===== src/rtl/div_ctrl_pkg.sv =====
// Shared definitions for the RV32M divide sequencer.
// Op encoding, FSM states and architectural special-case constants.
package div_ctrl_pkg;

    localparam int DIV_XLEN = 32;

    localparam logic [1:0] OP_DIV  = 2'b00;
    localparam logic [1:0] OP_DIVU = 2'b01;
    localparam logic [1:0] OP_REM  = 2'b10;
    localparam logic [1:0] OP_REMU = 2'b11;

    localparam logic [DIV_XLEN-1:0] DIV0_QUOT = 32'hFFFF_FFFF;
    localparam logic [DIV_XLEN-1:0] INT_MIN   = 32'h8000_0000;

    typedef enum logic [2:0] {
        S_IDLE,
        S_START,
        S_WAIT,
        S_DONE,
        S_DRAIN
    } state_e;

    function automatic logic is_signed_op(input logic [1:0] op);
        return (op == OP_DIV) || (op == OP_REM);
    endfunction

endpackage


===== src/rtl/div_sign_fix.sv =====
// Conditional two's-complement negate for a pair of values.
// Used both to form operand magnitudes and to sign-correct results.
module div_sign_fix #(
    parameter int W = 32
) (
    input  logic [W-1:0] a_i,
    input  logic [W-1:0] b_i,
    input  logic         neg_a_i,
    input  logic         neg_b_i,
    output logic [W-1:0] a_o,
    output logic [W-1:0] b_o
);

    assign a_o = neg_a_i ? (~a_i + 1'b1) : a_i;
    assign b_o = neg_b_i ? (~b_i + 1'b1) : b_i;

endmodule


===== src/rtl/div_ctrl.sv =====
// Sequencer between execute and the iterative unsigned divider.
// Handles signs, RISC-V special cases, flush and result handshake.
module div_ctrl
    import div_ctrl_pkg::*;
#(
    parameter int XLEN         = 32,
    parameter bit FAST_SPECIAL = 1'b1
) (
    input  logic            clk,
    input  logic            rst,
    input  logic            in_valid,
    output logic            in_ready,
    input  logic [1:0]      in_op,
    input  logic [XLEN-1:0] in_rs1,
    input  logic [XLEN-1:0] in_rs2,
    input  logic            flush,
    output logic            out_valid,
    input  logic            out_ready,
    output logic [XLEN-1:0] out_result,
    output logic            div_start,
    output logic [XLEN-1:0] div_dividend,
    output logic [XLEN-1:0] div_divisor,
    input  logic            div_finish,
    input  logic [XLEN-1:0] div_res,
    input  logic [XLEN-1:0] div_rem,
    input  logic            div_divide_zero
);

    state_e state_q, state_d;

    logic            rem_q, rem_d;
    logic            nq_q, nq_d;
    logic            nr_q, nr_d;
    logic [XLEN-1:0] dd_q, dd_d;
    logic [XLEN-1:0] dv_q, dv_d;
    logic [XLEN-1:0] res_q, res_d;

    logic            in_signed;
    logic            rs2_zero;
    logic            ovf;
    logic [XLEN-1:0] mag1, mag2;
    logic [XLEN-1:0] rem_src;
    logic [XLEN-1:0] fix_q, fix_r;

    assign in_signed = is_signed_op(in_op);
    assign rs2_zero  = (in_rs2 == '0);
    assign ovf       = in_signed && (in_rs1 == INT_MIN)
                       && (in_rs2 == DIV0_QUOT);

    div_sign_fix #(.W(XLEN)) u_mag (
        .a_i     (in_rs1),
        .b_i     (in_rs2),
        .neg_a_i (in_signed & in_rs1[XLEN-1]),
        .neg_b_i (in_signed & in_rs2[XLEN-1]),
        .a_o     (mag1),
        .b_o     (mag2)
    );

    // On a zero divisor the remainder is the original dividend, which
    // re-negating the stored magnitude recovers exactly.
    assign rem_src = div_divide_zero ? dd_q : div_rem;

    div_sign_fix #(.W(XLEN)) u_fix (
        .a_i     (div_res),
        .b_i     (rem_src),
        .neg_a_i (nq_q),
        .neg_b_i (nr_q),
        .a_o     (fix_q),
        .b_o     (fix_r)
    );

    always_comb begin
        state_d = state_q;
        rem_d   = rem_q;
        nq_d    = nq_q;
        nr_d    = nr_q;
        dd_d    = dd_q;
        dv_d    = dv_q;
        res_d   = res_q;
        unique case (state_q)
            S_IDLE: begin
                if (in_valid && !flush) begin
                    rem_d = in_op[1];
                    nq_d  = in_signed & (in_rs1[XLEN-1] ^ in_rs2[XLEN-1])
                            & ~rs2_zero;
                    nr_d  = in_signed & in_rs1[XLEN-1];
                    dd_d  = mag1;
                    dv_d  = mag2;
                    if (FAST_SPECIAL && rs2_zero) begin
                        res_d   = in_op[1] ? in_rs1 : DIV0_QUOT;
                        state_d = S_DONE;
                    end else if (FAST_SPECIAL && ovf) begin
                        res_d   = in_op[1] ? '0 : INT_MIN;
                        state_d = S_DONE;
                    end else begin
                        state_d = S_START;
                    end
                end
            end
            S_START: state_d = flush ? S_IDLE : S_WAIT;
            S_WAIT: begin
                if (flush) begin
                    state_d = S_DRAIN;
                end else if (div_finish) begin
                    res_d = rem_q ? fix_r : fix_q;
                    if (div_divide_zero && !rem_q) begin
                        res_d = DIV0_QUOT;
                    end
                    state_d = S_DONE;
                end
            end
            S_DONE: begin
                if (flush || out_ready) begin
                    state_d = S_IDLE;
                end
            end
            S_DRAIN: begin
                if (div_finish) begin
                    state_d = S_IDLE;
                end
            end
            default: state_d = S_IDLE;
        endcase
    end

    always_ff @(posedge clk or negedge rst) begin
        if (!rst) begin
            state_q <= S_IDLE;
            rem_q   <= 1'b0;
            nq_q    <= 1'b0;
            nr_q    <= 1'b0;
            dd_q    <= '0;
            dv_q    <= '0;
            res_q   <= '0;
        end else begin
            state_q <= state_d;
            rem_q   <= rem_d;
            nq_q    <= nq_d;
            nr_q    <= nr_d;
            dd_q    <= dd_d;
            dv_q    <= dv_d;
            res_q   <= res_d;
        end
    end

    assign in_ready     = rst & (state_q == S_IDLE);
    assign out_valid    = (state_q == S_DONE) & ~flush;
    assign out_result   = res_q;
    assign div_start    = (state_q == S_START) & ~flush;
    assign div_dividend = dd_q;
    assign div_divisor  = dv_q;

endmodule


===== config.mk =====
export PLATFORM = sky130hd
export DESIGN_NAME = div_ctrl
export DESIGN_NICKNAME = d
export VERILOG_FILES = /design/src/rtl/div_ctrl_pkg.sv /design/src/rtl/div_sign_fix.sv /design/src/rtl/div_ctrl.sv
export SDC_FILE = /design/constraint.sdc
export NUM_CORES = 1
export LEC_CHECK = 0
export CORE_MARGIN = 3
export CORE_UTILIZATION = 53
export DETAILED_ROUTE_END_ITERATION = 6
export GPL_ROUTABILITY_DRIVEN = 0
export PLACE_DENSITY = 0.88
export SLEW_MARGIN = 20
export SYNTH_ARGS = -nofsm -noshare
export SYNTH_HDL_FRONTEND = slang
export SYNTH_SLANG_ARGS = --single-unit

===== constraint.sdc =====
create_clock -name clk -period 5.9 [get_ports clk]
set_input_delay 1.18 -clock clk [delete_from_list [all_inputs] [get_ports clk]]
set_output_delay 1.18 -clock clk [all_outputs]
set_load 0.02 [all_outputs]

==> out/qor.yml, run 1 <==
outcome: "finished with violations"
violations: "design-rule violations"
hold_class: "reg -> reg"
synth_xor_xnor_area_share_pct: 10.43
slew_violations: 0
yosysTopAreaCellShare_pct: 31.34
grt_max_degree: 76
r2r-end: "out_result[26]$_DFFE_PN0P_"
synth-edff-count: 0
worst_slew_pin_slew_ps: 1131
finalCritPeriodShare_pct: 70.51
first_pass_iters: 7
max_freq_mhz: 240.4
netlist_area_um2: 8144
rr_startpoint: "div_dividend[1]$_DFFE_PN0P_"
post-place-ws_ps: 1490
yosys_warnings: 0
drive_above_1_share_pct: 5.071
irDropWorstVdd_v: 0.0001809
antenna_found_initial: 1
place_hpwl_mm: 21.32
clk_transition_reported_paths_ps: 70
synth_top_family_by_area: "compound AO/OA/AOI/OAI gates"
grt_first_pass_wirelength_mm: 43.37
rows: 44
synth_seq_cells: 102
clockRootBuffer: "clkbuf_16"
synth_commonest_cells: "o21ai_0, nand2_1, dfrtp_1"
routed_wl_mm: 28.16
gr-usage-all-layers_pct: 32.59
cts_buffers: 9
num_vias: 9021
multi_input_area_um2: 5194
cp-endpoint: "out_result[26]$_DFFE_PN0P_"
cts_buffer_depth: 2
hold_depth: 2
hold_viol_final: 0
postRouteAntennaNets: 0
remaining_drc_errors: 21
placed_area_um2: 10460
setup_tns_ps: 0
clock_latency_ps: 350
drt_iter0_markers: 1068
p_per_area_nw_per_um2: 345.2
die_h_um: 130.0
wl_met1_mm: 10.71
wl_met2_mm: 12.94
cp.required_ps: 6170
fillCellCount: 1164
startpoint: "div_divide_zero"
top_layer: "met5"
io_buffers: 235
slew_headroom_pct: 24.50
cp-start-kind: "input pin"
r2r_setup_slack_ps: 2840
post_cts_buffers: 0
stdcell_area_um2: 10820
coreArea_um2: 14810
yosys.area_share.simple_pct: 23.12
ff_latch_area_um2: 2552
initial_core_util_pct: 54.99
dieArea_um2: 16890
synthAdderAreaFrac_pct: 0.7682
met3_length_mm: 3.530
cts_resized: 0
maxCapViolCount: 0
reg2regPathDepth: 9
syn_inst: 1009
wl_per_cell_um: 20.30
yosys-top-cells-area: "dfrtp_1, o21ai_0, xnor2_1, xor2_1, nand2_1"
synth_compound_area_share_pct: 24.21
die_w_um: 130.0
period_minus_slack_ps: 4160
grt_pass1_vias: 8351
syn_nets: 1151
cp_max_fo: 44
io-pin-count: 236
ys_types: 73
cts_htree_levels: 3
clock_skew_ps: 9.158
synth_top_area_cell: "dfrtp_1"
cts_num_sinks: 102
yosysMostFrequentCell: "o21ai_0"
syn_to_final_growth_pct: 32.80
synthMuxAreaShare_pct: 5.177
cp-end-kind: "flop"
avgViaCountPerCell: 6.504
antennaDiodeCount: 0
rsz0062_at_grt: "no"
yosysSeqAreaShare_pct: 31.34
avgSynthCellArea_um2: 8.071
setup_violations: 0
fin_nets: 1340
leakagePower_uw: 0.004062
grt_overflow_total: 0
synthArstFlopShare_pct: 100.0
setup_ws_ps: 1740
cp_data_arrival_time_ps: 4430
cts_hold_buf: 0
ys.flop_type: "dfrtp_1"
cts_tree: "yes"
criticalPathCategory: "in -> reg"
[cell families (layout without fill, tap and decap cells)]
family	after synthesis	count (layout)
and+or+nand+nor	368	368
AOI/OAI and AO/OA	314	314
DFF	102	102
xor gates and xnor gates	97	97
buffers and inverters	82	276
muxes	41	41
adders and majority gates	5	5
[worst min path at each step]
stage                                           from                         end  slack (ps)
final                     div_divisor[7]$_DFFE_PN0P_  div_divisor[7]$_DFFE_PN0P_         480
after global routing                nq_q$_DFFE_PN0P_            nq_q$_DFFE_PN0P_         520
after CTS                           nq_q$_DFFE_PN0P_            nq_q$_DFFE_PN0P_         490
after detailed placement            nq_q$_DFFE_PN0P_            nq_q$_DFFE_PN0P_         470
after global placement    div_divisor[9]$_DFFE_PN0P_  div_divisor[9]$_DFFE_PN0P_         460
after floorplan               state_q[2]$_DFFE_PN0P_      state_q[0]$_DFFE_PN0P_         500
[metrics by stage]
stage / cells / total power, µW / utilization [%] / hold WS, ps
CTS: 1386 / 3715 / 72.94 / 485.0
finish: 1387 / 3734 / 73.03 / 477.4
global route: 1387 / 3923 / 73.03 / 517.6
floorplan: 1009 / 2128 / - / 500.1
detailed placement: 1370 / 3007 / 70.60 / 466.7
global placement: 1370 / 2960 / 70.60 / 461.0
[cells in the final DEF (no fill, tap or decap), types with 8 or more instances in the layout]
cell             instances
clkdlybuf4s50_1        233
o21ai_0                131
nand2_1                107
dfrtp_1                102
nor2_1                  88
xnor2_1                 50
a21oi_1                 47
xor2_1                  47
nor3_1                  35
mux2i_1                 32
a31oi_1                 29
o31ai_1                 23
nor4_1                  21
or3_1                   17
inv_1                   15
nand4_1                 14
o41ai_1                 11
a221o_1                 11
or4_1                   10
nand2b_1                10
nand3_1                 10
mux2_2                   9
clkbuf_16                9
buf_4                    9
nor3b_1                  8
[registers in the layout, indices dropped and copies added (netlist names)]
name,count
rem_q,1
div_dividend,32
state_q,3
div_divisor,32
out_result,32
nr_q,1
nq_q,1
[report_power, final]
| part | switching [µW] | total, µW | leakage, µW | internal (µW) |
|---|---|---|---|---|
| clock | 281 | 698 | 0.000158 | 416 |
| sequential | 263 | 1210 | 0.00127 | 949 |
| combinational | 992 | 1820 | 0.00263 | 833 |
[layout make-up]
class | count | share of cell area, %
Inverter | 15 | 0.5206
Timing Repair Buffer | 245 | 22.52
Sequential cell | 102 | 23.60
Clock buffer | 9 | 2.082
Tap cell | 184 | 2.129
Clock inverter | 7 | 1.122
Multi-Input combinational cell | 825 | 48.02
[layer usage]
layer  track usage [%]  vias up
met5                 0        -
met2             52.62      597
met3             9.292       89
met1             41.45     4234
li1                  -     4099
met4             12.96        2
[worst max-delay path, stage by stage]
cell and delay [ps]:
buf_2 620, mux2i_1 330, ha_1 220, nor4bb_1 360
o21ai_1 280, nor4_4 570, a21oi_1 160, xor2_1 170
a211o_1 300, a31oi_1 210
Power figures use the tool's default switching activity.
==> run 2, diff against run 1 <==
--- a/config.mk
+++ b/config.mk
@@ -6,10 +6,10 @@
 export NUM_CORES = 1
 export LEC_CHECK = 0
 export CORE_MARGIN = 3
-export CORE_UTILIZATION = 53
+export CORE_UTILIZATION = 49
 export DETAILED_ROUTE_END_ITERATION = 6
 export GPL_ROUTABILITY_DRIVEN = 0
-export PLACE_DENSITY = 0.88
+export PLACE_DENSITY = 0.82
 export SLEW_MARGIN = 20
 export SYNTH_ARGS = -nofsm -noshare
 export SYNTH_HDL_FRONTEND = slang
==> constraint.sdc (replaced) <==
create_clock -name clk -period 3.89 [get_ports clk]
set_input_delay 0.778 -clock clk [delete_from_list [all_inputs] [get_ports clk]]
set_output_delay 0.778 -clock clk [all_outputs]
set_load 0.02 [all_outputs]
==> out/qor.yml, run 2 (same netlist as run 1, synthesis figures left out) <==
syn_to_final_growth_pct: 35.11
cp_slowest_cell: "or4_1"
max_freq_mhz: 297.7
cts_resized: 0
period_minus_slack_ps: 3359
outcome: "finished clean"
setup_violations: 0
pwr-share-seq_pct: 33.3
slowest_delay_ps: 630
clockRootBuffer: "clkbuf_16"
setup_tns_ps: 0
postRouteAntennaNets: 0
gr-usage-all-layers_pct: 31.20
cts_buffers: 9
cp-start-kind: "input pin"
rows: 46
die_h_um: 134.9
hold_viol_final: 0
rr_startpoint: "div_dividend[1]$_DFFE_PN0P_"
r2r-end: "out_result[14]$_DFFE_PN0P_"
remaining_drc_errors: 0
num_vias: 8904
worst_slew_pin_slew_ps: 962.4
first_pass_iters: 6
clock_latency_ps: 360
leakagePower_uw: 0.004167
dieArea_um2: 18200
switching_share_pct: 41.54
cts_buffer_depth: 2
cp-endpoint: "out_result[7]$_DFFE_PN0P_"
cts_num_sinks: 102
antenna_found_initial: 1
cpMostUsedCell: "nor2_1"
r2r_setup_slack_ps: 1050
grt_pass1_vias: 8284
fin_nets: 1362
coreArea_um2: 16060
hold_class: "in -> async"
drt_iter0_markers: 989
slew_violations: 0
irDropWorstVdd_v: 0.0002999
drive_above_1_share_pct: 6.694
p_per_area_nw_per_um2: 510.5
instances_no_fill: 1441
finalCritPeriodShare_pct: 86.35
post_cts_buffers: 0
clock_skew_ps: 9.847
grt_max_degree: 96
post-place-ws_ps: 193.6
cts_hold_buf: 0
cts_htree_levels: 3
p_switching_uw: 2333
final_common_cell: "clkdlybuf4s50_1"
intPower_uw: 3284
io-pin-count: 236
antennaDiodeCount: 0
mostFrequentLayoutCells: "clkdlybuf4s50_1, o21ai_0, nand2_1"
maxCapViolCount: 0
slew_headroom_pct: 35.77
power_uw: 5617
criticalPathCategory: "in -> reg"
stdcell_area_um2: 11000
cts_tree: "yes"
cp-end-kind: "flop"
setup_ws_ps: 531.0
place_hpwl_mm: 21.96
fillCellCount: 1306
cp.required_ps: 4170
startpoint: "in_rs1[7]"
die_w_um: 134.9
grt_overflow_total: 0
routed_wl_mm: 28.95
cp_data_arrival_time_ps: 3640
rsz0062_at_grt: "no"
placed_area_um2: 10690
cp_max_fo: 30
dp_cells: 1425
avgViaCountPerCell: 6.179
cp_cell_sequence: "clkdlybuf4s50_1, or4_1, nor4_1, buf_4, nand4_1, nor2_1, o21a_4, buf_12, nor2_1, a31oi_1"
grt_first_pass_wirelength_mm: 44.93
clk_transition_reported_paths_ps: 70
initial_core_util_pct: 50.72
reg2regPathDepth: 9
io_buffers: 235
share_comb_of_total_power_pct: 49.1
wl_per_cell_um: 20.09
clock_power_share_pct: 17.6
[run 2: critical path, delay by kind of cell]
kind            cells  cell delay (ps)
compound gates      2              480
simple gates        5             1470
buf+inv             3              900
[run 2: per-layer routing]
layer / vias up / part of all wire, % / global-route usage [%]
met5: - / 0.045 / 0
met4: 2 / 3.4 / 12.16
met3: 86 / 12 / 7.861
met2: 538 / 47 / 50.36
met1: 4145 / 39 / 40.34
li1: 4133 / - / -
[run 2: cell type report]
type	count	area [µm²]	area share [%]
Inverter	15	56.30	0.5117
Clock buffer	10	229.0	2.081
Timing Repair Buffer	267	2610	23.72
Tap cell	216	270.3	2.456
Clock inverter	6	86.33	0.7846
Multi-Input combinational cell	825	5199	47.25
Sequential cell	102	2552	23.20
[run 2: per-stage QoR]
step / util (%) / hold WS [ps]
after CTS: 68.52 / 485.1
final: 68.52 / 481.5
after global placement: 66.56 / 461.2
after floorplan: - / 482.4
after global routing: 68.52 / 504.4
after detailed placement: 66.56 / 469.8
[run 2: how the worst min path moves through the flow]
stage,from,end,slack [ps],cells after the start
finish,rst,div_dividend[6]$_DFFE_PN0P_,480,2
global route,rst,div_divisor[8]$_DFFE_PN0P_,500,2
CTS,div_divisor[7]$_DFFE_PN0P_,div_divisor[7]$_DFFE_PN0P_,490,2
global placement,div_divisor[9]$_DFFE_PN0P_,div_divisor[9]$_DFFE_PN0P_,460,2
floorplan,rst,div_dividend[0]$_DFFE_PN0P_,480,0
detailed placement,div_divisor[7]$_DFFE_PN0P_,div_divisor[7]$_DFFE_PN0P_,470,2
[run 2: power groups by stage]
stage	Clock (µW)	Sequential, µW	Combinational [µW]
final	988	1870	2760
after global routing	1040	1910	2960
after CTS	993	1850	2750
after detailed placement	0	1860	2730
after global placement	0	1860	2680
after floorplan	0	2160	1070
==> run 3, diff against run 2 <==
--- a/config.mk
+++ b/config.mk
@@ -6,10 +6,12 @@
 export NUM_CORES = 1
 export LEC_CHECK = 0
 export CORE_MARGIN = 3
-export CORE_UTILIZATION = 49
+export CORE_UTILIZATION = 60
 export DETAILED_ROUTE_END_ITERATION = 6
+export DONT_BUFFER_PORTS = 1
 export GPL_ROUTABILITY_DRIVEN = 0
-export PLACE_DENSITY = 0.82
+export MAX_ROUTING_LAYER = met4
+export PLACE_DENSITY = 0.76
 export SLEW_MARGIN = 20
 export SYNTH_ARGS = -nofsm -noshare
 export SYNTH_HDL_FRONTEND = slang
==> out/qor.yml, run 3 (same netlist as run 1, synthesis figures left out) <==
use_met1_pct: 43.92
finalCritPeriodShare_pct: 78.93
hold_viol_final: 0
rsz0062_at_grt: "no"
antenna_found_initial: 0
routed_wl_mm: 24.97
cp_data_arrival_time_ps: 3340
setup_ws_ps: 819.6
cts_buffer_depth: 2
cp_max_fo: 39
period_minus_slack_ps: 3070
max_freq_mhz: 325.7
grt_overflow_total: 0
fillCellCount: 1139
coreArea_um2: 12930
use_met2_pct: 52.01
p_per_area_nw_per_um2: 541.3
cp.required_ps: 4160
postRouteAntennaNets: 0
drt_iter0_markers: 738
dieArea_um2: 15010
grt_first_pass_wirelength_mm: 38.32
clockRootBuffer: "clkbuf_16"
final_common_cell: "o21ai_0"
crit_family: "simple AND/OR/NAND/NOR gates"
clock_skew_ps: 12.73
cts_num_sinks: 102
clock_latency_ps: 360
maxCapViolCount: 0
num_vias: 7688
hold_class: "in -> async"
clk_transition_reported_paths_ps: 70
rows: 41
first_pass_iters: 6
avgViaCountPerCell: 6.726
die_w_um: 122.5
slew_headroom_pct: 25.82
cp-end-kind: "flop"
cts_buffers: 9
cts_resized: 0
remaining_drc_errors: 0
criticalPathCategory: "in -> reg"
irDropWorstVdd_v: 0.0003282
cp_cell_sequence: "or4_1, or3_1, nor4_2, a21o_1, o21a_4, buf_4, nor2_1, a31oi_1"
crit_buf_inv: 1
drive_above_1_share_pct: 6.385
setup_violations: 0
syn_to_final_growth_pct: 3.749
io_buffers: 0
setup_tns_ps: 0
cts_tree: "yes"
cts_hold_buf: 0
place_hpwl_mm: 18.80
top_usage_layer: "met2"
die_h_um: 122.5
gr-usage-all-layers_pct: 33.74
post-place-ws_ps: 519.3
grt_max_degree: 134
cts_htree_levels: 3
post_cts_buffers: 0
cp_slowest_cell: "or4_1"
use_met3_pct: 9.631
mostFrequentLayoutCells: "o21ai_0, nand2_1, dfrtp_1"
slowest_delay_ps: 550
initial_core_util_pct: 63.00
wl_per_cell_um: 21.84
leakagePower_uw: 0.003167
slew_violations: 0
antennaDiodeCount: 0
worst_slew_pin_slew_ps: 1110
outcome: "finished clean"
grt_pass1_vias: 6985
io-pin-count: 236
cp-start-kind: "input pin"
fin_nets: 1108
run 3: cell types whose count changed in the layout (fill, tap and decap cells not counted), sizes merged:
cell and change:
clkdlybuf4s50 -233, buf -21
run 3: final timing paths:
check,from,to,slack (ps),cells after the start
max reg2reg,div_dividend[7]$_DFFE_PN0P_,out_result[29]$_DFFE_PN0P_,900,7
max,in_rs2[18],out_result[8]$_DFFE_PN0P_,820,8
min reg2reg,state_q[2]$_DFFE_PN0P_,state_q[0]$_DFFE_PN0P_,560,1
min,rst,div_divisor[7]$_DFFE_PN0P_,110,0
max in group asynchronous,rst,out_result[26]$_DFFE_PN0P_,3640,0
min in group clk,flush,state_q[0]$_DFFE_PN0P_,480,1
run 3: stage by stage:
stage | cells | utilization [%] | hold WS, ps | power, µW | area (µm²)
after detailed placement | 1127 | 62.91 | 484.5 | 3586 | 8133
final | 1143 | 65.36 | 112.1 | 4574 | 8449
after global routing | 1143 | 65.36 | 97.60 | 4830 | 8449
after floorplan | 1009 | - | 482.4 | 3231 | 8158
after CTS | 1143 | 65.35 | 104.4 | 4562 | 8448
after global placement | 1127 | 62.91 | 484.2 | 3550 | 8133
run 3: cell type report:
type / instances / area [µm²] / share of cell area, %
repair buffers: 13 / 110.1 / 1.303
clock buffers: 10 / 229.0 / 2.710
inverters: 15 / 56.30 / 0.6664
clock inverters: 6 / 86.33 / 1.022
well taps: 172 / 215.2 / 2.547
flip-flops and latches: 102 / 2554 / 30.22
multi-input cells: 825 / 5199 / 61.53
run 3: worst register-to-register path, stage by stage (launching register included):
cell       delay, ps
dfrtp_1          500
nor4b_1          770
a22o_1           330
o2111ai_2        280
nor4b_1          430
mux2i_1          260
a211oi_2         100
o22a_1           210
run 3: power breakdown:
part	internal (µW)	switching (µW)
combinational	536	660
clock	563	413
sequential	1430	968
run 3: metal layers:
metal	wire [µm]	vias to the layer above
met2	11400	438
met5	0	-
li1	-	3628
met3	2953	43
met4	562	0
met1	10050	3579
